--- config.mk ---
export PLATFORM = sky130hd
export DESIGN_NAME = ps2_key_receiver
export DESIGN_NICKNAME = d
export VERILOG_FILES = /design/src/rtl/ps2_pkg.sv /design/src/rtl/ps2_sync_edge.sv /design/src/rtl/ps2_key_receiver.sv
export SDC_FILE = /design/constraint.sdc
export NUM_CORES = 1
export LEC_CHECK = 0
export CORE_MARGIN = 3
export CORE_UTILIZATION = 49
export CTS_CLUSTER_SIZE = 28
export DETAILED_ROUTE_END_ITERATION = 8
export GPL_TIMING_DRIVEN = 0
export PLACE_DENSITY = 0.69
export SETUP_SLACK_MARGIN = 0.3
export SLEW_MARGIN = 15
export SYNTH_ARGS = -nofsm -noshare
export SYNTH_HDL_FRONTEND = slang
export SYNTH_SLANG_ARGS = --single-unit
--- constraint.sdc ---
create_clock -name clk -period 4.8 [get_ports clk]
set_input_delay 0.96 -clock clk [delete_from_list [all_inputs] [get_ports clk]]
set_output_delay 0.96 -clock clk [all_outputs]
set_load 0.03 [all_outputs]
--- src/rtl/ps2_pkg.sv ---
`default_nettype none
// +----------------------------------------------------------------------+
// | ps2_pkg                                                              |
// | Frame FSM encoding and scan-code constants for the PS/2 receiver.    |
// | Revision: 1.0                                                        |
// +----------------------------------------------------------------------+
package ps2_pkg;

    typedef logic [1:0] ps2_state_t;

    localparam ps2_state_t IDLE   = 2'd0;
    localparam ps2_state_t DATA   = 2'd1;
    localparam ps2_state_t PARITY = 2'd2;
    localparam ps2_state_t STOP   = 2'd3;

    localparam logic [7:0] PS2_EXT   = 8'hE0;
    localparam logic [7:0] PS2_BREAK = 8'hF0;
    localparam logic [7:0] PS2_SPACE = 8'h29;

    // PS/2 frames carry odd parity over the eight data bits plus the parity bit.
    function automatic logic parity_ok(input logic [7:0] data, input logic par);
        return ^{data, par};
    endfunction

endpackage
`default_nettype wire

--- src/rtl/ps2_sync_edge.sv ---
`default_nettype none
// +----------------------------------------------------------------------+
// | ps2_sync_edge                                                        |
// | Two-flop synchronizer with a history flop giving a falling-edge pulse.|
// | Revision: 1.0                                                        |
// +----------------------------------------------------------------------+
module ps2_sync_edge (
    input  logic clk,
    input  logic rst,
    input  logic i_async,
    output logic o_fall
);

    logic r_meta;
    logic r_sync;
    logic r_hist;

    // All flops reset to the idle-high line level so release never looks like an edge.
    always_ff @(posedge clk or posedge rst) begin
        if (rst) begin
            r_meta <= 1'b1;
            r_sync <= 1'b1;
            r_hist <= 1'b1;
        end else begin
            r_meta <= i_async;
            r_sync <= r_meta;
            r_hist <= r_sync;
        end
    end

    assign o_fall = r_hist & ~r_sync;

endmodule
`default_nettype wire

--- src/rtl/ps2_key_receiver.sv ---
`default_nettype none
// +----------------------------------------------------------------------+
// | ps2_key_receiver                                                     |
// | PS/2 keyboard frame receiver with prefix decode and spacebar tracker.|
// | Revision: 1.0                                                        |
// +----------------------------------------------------------------------+
module ps2_key_receiver
    import ps2_pkg::*;
#(
    parameter int TIMEOUT_CYCLES = 20000
) (
    input  logic       clk,
    input  logic       reset,
    input  logic       ps2_clk,
    input  logic       ps2_data,
    output logic [7:0] scan_code,
    output logic       code_valid,
    output logic       key_break,
    output logic       key_ext,
    output logic       space_pressed,
    output logic       space_held,
    output logic       frame_err
);

    localparam int                 c_cnt_w   = $clog2(TIMEOUT_CYCLES + 1);
    localparam logic [c_cnt_w-1:0] c_timeout = c_cnt_w'(TIMEOUT_CYCLES);

    logic               w_clk_fall;
    logic               r_data_meta;
    logic               r_data_sync;
    ps2_state_t         r_state;
    ps2_state_t         w_state_nxt;
    logic [2:0]         r_bit_cnt;
    logic [7:0]         r_shift;
    logic               r_par_ok;
    logic [c_cnt_w-1:0] r_idle_cnt;
    logic               r_pend_ext;
    logic               r_pend_brk;
    logic               w_start;
    logic               w_shift;
    logic               w_par_load;
    logic               w_done;
    logic               w_err;

    ps2_sync_edge u_clk_sync (
        .clk     (clk),
        .rst     (reset),
        .i_async (ps2_clk),
        .o_fall  (w_clk_fall)
    );

    always_ff @(posedge clk or posedge reset) begin
        if (reset) begin
            r_data_meta <= 1'b1;
            r_data_sync <= 1'b1;
        end else begin
            r_data_meta <= ps2_data;
            r_data_sync <= r_data_meta;
        end
    end

    always_ff @(posedge clk or posedge reset) begin
        if (reset) r_state <= IDLE;
        else       r_state <= w_state_nxt;
    end

    // A real edge takes priority over a timeout landing in the same cycle.
    always_comb begin
        w_state_nxt = r_state;
        w_start     = 1'b0;
        w_shift     = 1'b0;
        w_par_load  = 1'b0;
        w_done      = 1'b0;
        w_err       = 1'b0;
        if (w_clk_fall) begin
            case (r_state)
                IDLE: begin
                    if (!r_data_sync) begin
                        w_start     = 1'b1;
                        w_state_nxt = DATA;
                    end else begin
                        w_err = 1'b1;
                    end
                end
                DATA: begin
                    w_shift = 1'b1;
                    if (r_bit_cnt == 3'd7) w_state_nxt = PARITY;
                end
                PARITY: begin
                    w_par_load  = 1'b1;
                    w_state_nxt = STOP;
                end
                STOP: begin
                    w_state_nxt = IDLE;
                    if (r_data_sync && r_par_ok) w_done = 1'b1;
                    else                         w_err  = 1'b1;
                end
                default: w_state_nxt = IDLE;
            endcase
        end else if (r_state != IDLE && r_idle_cnt == c_timeout) begin
            w_state_nxt = IDLE;
            w_err       = 1'b1;
        end
    end

    always_ff @(posedge clk or posedge reset) begin
        if (reset) begin
            r_bit_cnt  <= 3'd0;
            r_shift    <= 8'h00;
            r_par_ok   <= 1'b0;
            r_idle_cnt <= '0;
        end else begin
            if (w_start)    r_bit_cnt <= 3'd0;
            else if (w_shift) r_bit_cnt <= r_bit_cnt + 3'd1;
            if (w_shift)    r_shift  <= {r_data_sync, r_shift[7:1]};
            if (w_par_load) r_par_ok <= parity_ok(r_shift, r_data_sync);
            if (r_state == IDLE || w_clk_fall) r_idle_cnt <= '0;
            else                                r_idle_cnt <= r_idle_cnt + 1'b1;
        end
    end

    // Prefix bytes only arm flags; any other byte publishes them with the code.
    always_ff @(posedge clk or posedge reset) begin
        if (reset) begin
            scan_code     <= 8'h00;
            code_valid    <= 1'b0;
            key_break     <= 1'b0;
            key_ext       <= 1'b0;
            space_pressed <= 1'b0;
            space_held    <= 1'b0;
            frame_err     <= 1'b0;
            r_pend_ext    <= 1'b0;
            r_pend_brk    <= 1'b0;
        end else begin
            code_valid    <= 1'b0;
            space_pressed <= 1'b0;
            frame_err     <= w_err;
            if (w_err) begin
                r_pend_ext <= 1'b0;
                r_pend_brk <= 1'b0;
            end else if (w_done) begin
                if (r_shift == PS2_EXT) begin
                    r_pend_ext <= 1'b1;
                end else if (r_shift == PS2_BREAK) begin
                    r_pend_brk <= 1'b1;
                end else begin
                    scan_code  <= r_shift;
                    key_ext    <= r_pend_ext;
                    key_break  <= r_pend_brk;
                    code_valid <= 1'b1;
                    r_pend_ext <= 1'b0;
                    r_pend_brk <= 1'b0;
                    if (r_shift == PS2_SPACE && !r_pend_ext) begin
                        if (r_pend_brk) begin
                            space_held <= 1'b0;
                        end else begin
                            space_held    <= 1'b1;
                            space_pressed <= ~space_held;
                        end
                    end
                end
            end
        end
    end

endmodule
`default_nettype wire

======== Word level (Yosys, flattened, before mapping) ========
Index checks and enable logic that the tools add are counted.
storage, ports and cells
  output and inout port bits .............. 14
  word-level logic and storage cells ...... 97
  register bits ........................... 50
operators by class
  $add $sub $neg .......................... 2
  equal/unequal tests ..................... 12
  muxes and demuxes ....................... 42
  reductions and logical operators ........ 16
  bitwise gates (word level) .............. 6
operators by type and width
  cell                   count
  $mux 1                 33
  $eq 8x8->1 const B     2
  $add 15x1->15 const B  1
  $eq 15x15->1 const B   1
  $mux 15                1
  $ne 3x3->1 const B     3
  $reduce_xor 9->1       1
  $eq 8x6->1 const B     1
  $mux 2                 4
  $pmux 2 s4             1
  $reduce_bool 2->1      4
  $mux 3                 2
  $not 1->1              5
  $reduce_and 5->1       1
  $eq 2x2->1 const B     2
  $reduce_and 2->1       2
  $reduce_and 4->1       1
  $add 3x1->3 const B    1
  $eq 3x3->1 const B     1
  $logic_and 1x1->1      3
  $reduce_and 3->1       1
  $eq 2x1->1 const B     1
  $logic_not 2->1        1
  $ne 2x2->1 const B     1
  4 further kinds        4

======== Depth between registers and ports, before layout ========
  word-level depth ........................ 7
  depth in mapped cells ................... 7
  mapped depth without buffers ............ 6

======== Hierarchy ========
Synthesis repeated with hierarchy kept, for this count alone.
second synthesis, totals
  cell total of the unflattened synthesis .. 203
  area, all modules ....................... 2,328.5 sq um
by module, submodules not included
  module            seq. area each (sq um)  cells an instance  times used  area an instance (sq um)
  ps2_key_receiver  1,178.6                 198                1           2,232.1
  ps2_sync_edge     78.8                    5                  1           96.3

======== Worst setup path before layout ========
OpenSTA, ideal clock, no wires.
  path kind ............................... register to register
  start point ............................. register r_state[0]
  end point ............................... register key_break
  stages on the path, launching flop included .. 8
  path slack .............................. 3,078 ps
  clock period less this slack ............ 1,722 ps
  arrival time ............................ 1,597 ps
  data required time ...................... 4,675 ps
  cells stage by stage .................... dfrtp_1 inv_1 ha_1 nand2_1 a211o_1 nand3_2 buf_12 mux2_4
between the ends
  cells in the longest elaborated chain, start to end .. 6
  elaborated cells on any way between the ends .. 11
  those cells by class .................... 1 x eq/ne; 5 x mux; 1 x bitwise; 4 x reduce/logical
RTL lines
  element                                                             line                     text
  start, declared                                                     ps2_key_receiver.sv:31   ps2_state_t r_state;
  start signal, assigned                                              ps2_key_receiver.sv:64   else r_state <= w_state_nxt;
  parallel branches: the longest is 5 deep, another holds $eq 2x2->1  -
  $reduce_and 4->1 (no source line) *                                 -
  end signal, assigned                                                ps2_key_receiver.sv:149  key_break <= r_pend_brk;
  end, declared                                                       ps2_key_receiver.sv:18   output logic key_break,
Mark *: on every way between the ends.
A chain may end at the register's enable or synchronous reset.

======== Final worst setup path ========
  start point ............................. register scan_code[1]
  end point ............................... output port scan_code[1]
RTL lines
  element                 line                     text
  start, declared         ps2_key_receiver.sv:16   output logic [7:0] scan_code,
  start signal, assigned  ps2_key_receiver.sv:147  scan_code <= r_shift;
No word-level cell between the ends.

==> results.md <==
* Layout cell share with drive strength beyond 1 at 0.182
* Layout Skew at 0.00880 ns
* Die Width at 75.3 um
* Die height at 75.3 um
* I/O Pins at 18
* Worst hold slack at 0.361 ns
* WS Path Type: reg -> out
* Final Non-Filler Cells at 272
* Syn Inst Count at 194
* Lkg Pwr at 1.27 nW
* GPL Wtd Cong at 0.860
* Fin. Hold Viols at 0
* Post-Synth Simple-Gate Area at 0.149
* Hold Buf Count CTS at 0
* Maximum root-to-sink buffer count at 2
* Pin count of the biggest net entering global routing at 29
* Dpl hpwl at 3.02 mm
* Reg2Reg Setup Slack at 2.91 ns
* Cell family contributing the most delay on the critical path: buffers and inverters
* Compound-Gate Fraction of Synth Area at 0.0553
* CTS tree: yes
* Worst setup SP type: flip-flop
* Util after Layout at 0.603
* Tot Pwr at 1.21 mW
* Yosys Warn Count at 0
* Worst slew margin at 0.668
* Clock Sinks at 50
* Outcome: finished, final reports clean
* RSZ-0062 raised after global routing: no
* Crit path buf inv count at 1
* Post-DRT Antenna Nets at 0
* Number of enable flip-flop cells after synthesis at 0
* Combinational family with the most area after synthesis: simple AND/OR/NAND/NOR gates
* Top cell type's share of synthesized area at 0.478
* Worst Tran Pin Value at 0.498 ns
* Multiplexer share of the synthesized area at 0.109
* Register area share after synthesis at 0.534
* Placed Cells at 264
* Total GRT Usage at 0.162
* NumNets Final at 232
* Fmax at 430 MHz
* Starting DRT DRC Count at 80
* # DRC at 0
* Tcrit/Tclk final at 0.484
* Ant diodes at 0
* Syn nets at 207
* Initial Util at 0.522
* Max-Cap Viols at 0
* Slowest-stage cell, CP: clkdlybuf4s50_1
* PD cells at 446 nW/um2
* DRT Pass-1 Iters at 4
* Die footprint at 5670 um2
* CTS buffer count at 5
* Worst Hold Class: reg -> reg
* Synthesized area per cell at 12.1 um2
* Synth area leaders: dfrtp_1 (48%), mux2_4 (5.7%), dfstp_2 (5.6%)
* XOR/XNOR Fraction of Synth Area at 0.0728
* Antenna violations before repair at 0
* Port Buf Inserts at 17
* CP Capture Type: primary output
* Worst skew pair latency at 0.30 ns
* WP data arrival at 1.36 ns
* CP max FO at 2
* Dominant synthesized flop cell: dfrtp_1
* CTS root buffer: clkbuf_8
* WL/cell at 15.3 um
* #FFs+latches synth at 50
* Critical Path Max Stage Delay at 0.70 ns
* Fillers at 347
* Vias at 1563
* Adder-cell share of the synthesized area at 0.0478
* FFs w/ async S/R, synth at 1.00
* Synthesis-to-finish area growth at 15.4%
* WL final at 4.16 mm
* CP cell instances: clkdlybuf4s50_1
* Row cnt at 24
* Largest area contributor in the netlist: dfrtp_1
* H-tree depth at 2
* Final setup fails at 0
* TNS Setup at 0 ns
* Post-Syn Area at 2350 um2
* Clock Pin Slew Worst Setup and Hold Paths at 0.08 ns
* Critical Path RT at 3.84 ns
* Worst setup margin at 2.48 ns
* Synth unique cells at 44
* Fin area at 2720 um2
* Pre-CTS setup slack at 2.80 ns
* Number of vias per cell at 5.75
* First-pass GRT wire length at 6.88 mm
* DP Area at 2610 um2
* Peak supply drop at 0.188 mV
* Crit path time final at 2.32 ns
* Post_cts resized at 0
* Gr ovfl total at 0
* Vias in the first global route at 1509
* Area of the core at 4500 um2
* Post-CTS Setup Bufs at 0
* Final count of pins violating max slew at 0
## flip-flops by register name (all words and copies together) (netlist names), 2 cells and up
register    cells
scan_code       8
r_bit_cnt       3
r_idle_cnt     15
r_shift         8
r_state         2
## where the power goes
part	total [mW]	internal (mW)	switching, mW
sequential	0.569	0.490	0.0790
clock	0.284	0.156	0.128
combinational	0.359	0.182	0.177
## path summary, 6_finish.rpt
kind / startpoint / endpoint / cells past startpoint
min in group asynchronous: reset / r_idle_cnt[0] / 2
hold reg to reg: u_clk_sync.r_meta / u_clk_sync.r_sync / 0
hold / removal: u_clk_sync.r_meta / u_clk_sync.r_sync / 0
setup / recovery: scan_code[1] / scan_code[1] / 1
setup reg to reg: r_state[1] / scan_code[0] / 7
max in group asynchronous: reset / r_par_ok / 3
## layout by cell type (no fill, tap or decap), types with 3 or more instances in the layout
| cell type | count |
|---|---|
| a21oi_1 | 5 |
| clkbuf_1 | 3 |
| clkbuf_8 | 5 |
| clkdlybuf4s50_1 | 17 |
| dfrtp_1 | 45 |
| dfstp_2 | 5 |
| ha_1 | 9 |
| inv_1 | 9 |
| mux2_2 | 9 |
| mux2_4 | 9 |
| nand2_1 | 8 |
| nand3_1 | 5 |
| nand4_1 | 6 |
| nor2_1 | 19 |
| nor3_1 | 4 |
| nor4_1 | 3 |
| o21ai_0 | 4 |
| xnor2_1 | 10 |
| xor2_1 | 7 |
## cell type report
type,instances,area (um2),share of cell area
Multi-Input combinational cell,130,1020,0.376
Buffer,4,36.3,0.0134
Sequential cell,50,1260,0.463
Clock buffer,7,76.3,0.0281
Clock inverter,1,30.0,0.0111
Timing Repair Buffer,18,190,0.0700
Tap cell,52,65.1,0.0240
Inverter,10,37.5,0.0138
## synthesized netlist by cell type (2+ instances only)
| cell type | n |
|---|---|
| xor2_1 | 7 |
| ha_1 | 9 |
| nand3_1 | 5 |
| nor2_1 | 19 |
| inv_1 | 10 |
| mux2_2 | 9 |
| a21oi_1 | 5 |
| nor3_1 | 4 |
| nor2b_1 | 2 |
| nand3_2 | 2 |
| and3_1 | 2 |
| o21ai_0 | 4 |
| or3_1 | 2 |
| nand4_1 | 6 |
| nor4_1 | 3 |
| mux2i_1 | 2 |
| o2bb2ai_1 | 2 |
| nand2_1 | 8 |
| xnor2_1 | 10 |
| and4_1 | 2 |
| mux2_4 | 9 |
| dfstp_2 | 5 |
| a22o_1 | 2 |
| dfrtp_1 | 45 |
## kinds of logic (layout without fill, tap and decap cells)
| group | count (synthesis) | count (layout) |
|---|---|---|
| fa+ha+maj | 9 | 9 |
| buf+inv | 14 | 40 |
| flops | 50 | 50 |
| compound gates | 19 | 19 |
| simple gates | 64 | 64 |
| mux | 20 | 20 |
| xor+xnor | 18 | 18 |
## layer usage
layer  vias up  wire length, um  track usage
li1        728                -            -
met1       778             1790        0.207
met2        47             2100        0.265
met3        10              190       0.0435
met4         0               78       0.0621
met5         -                0            0
No activity file was read; power rests on OpenSTA's default activity.
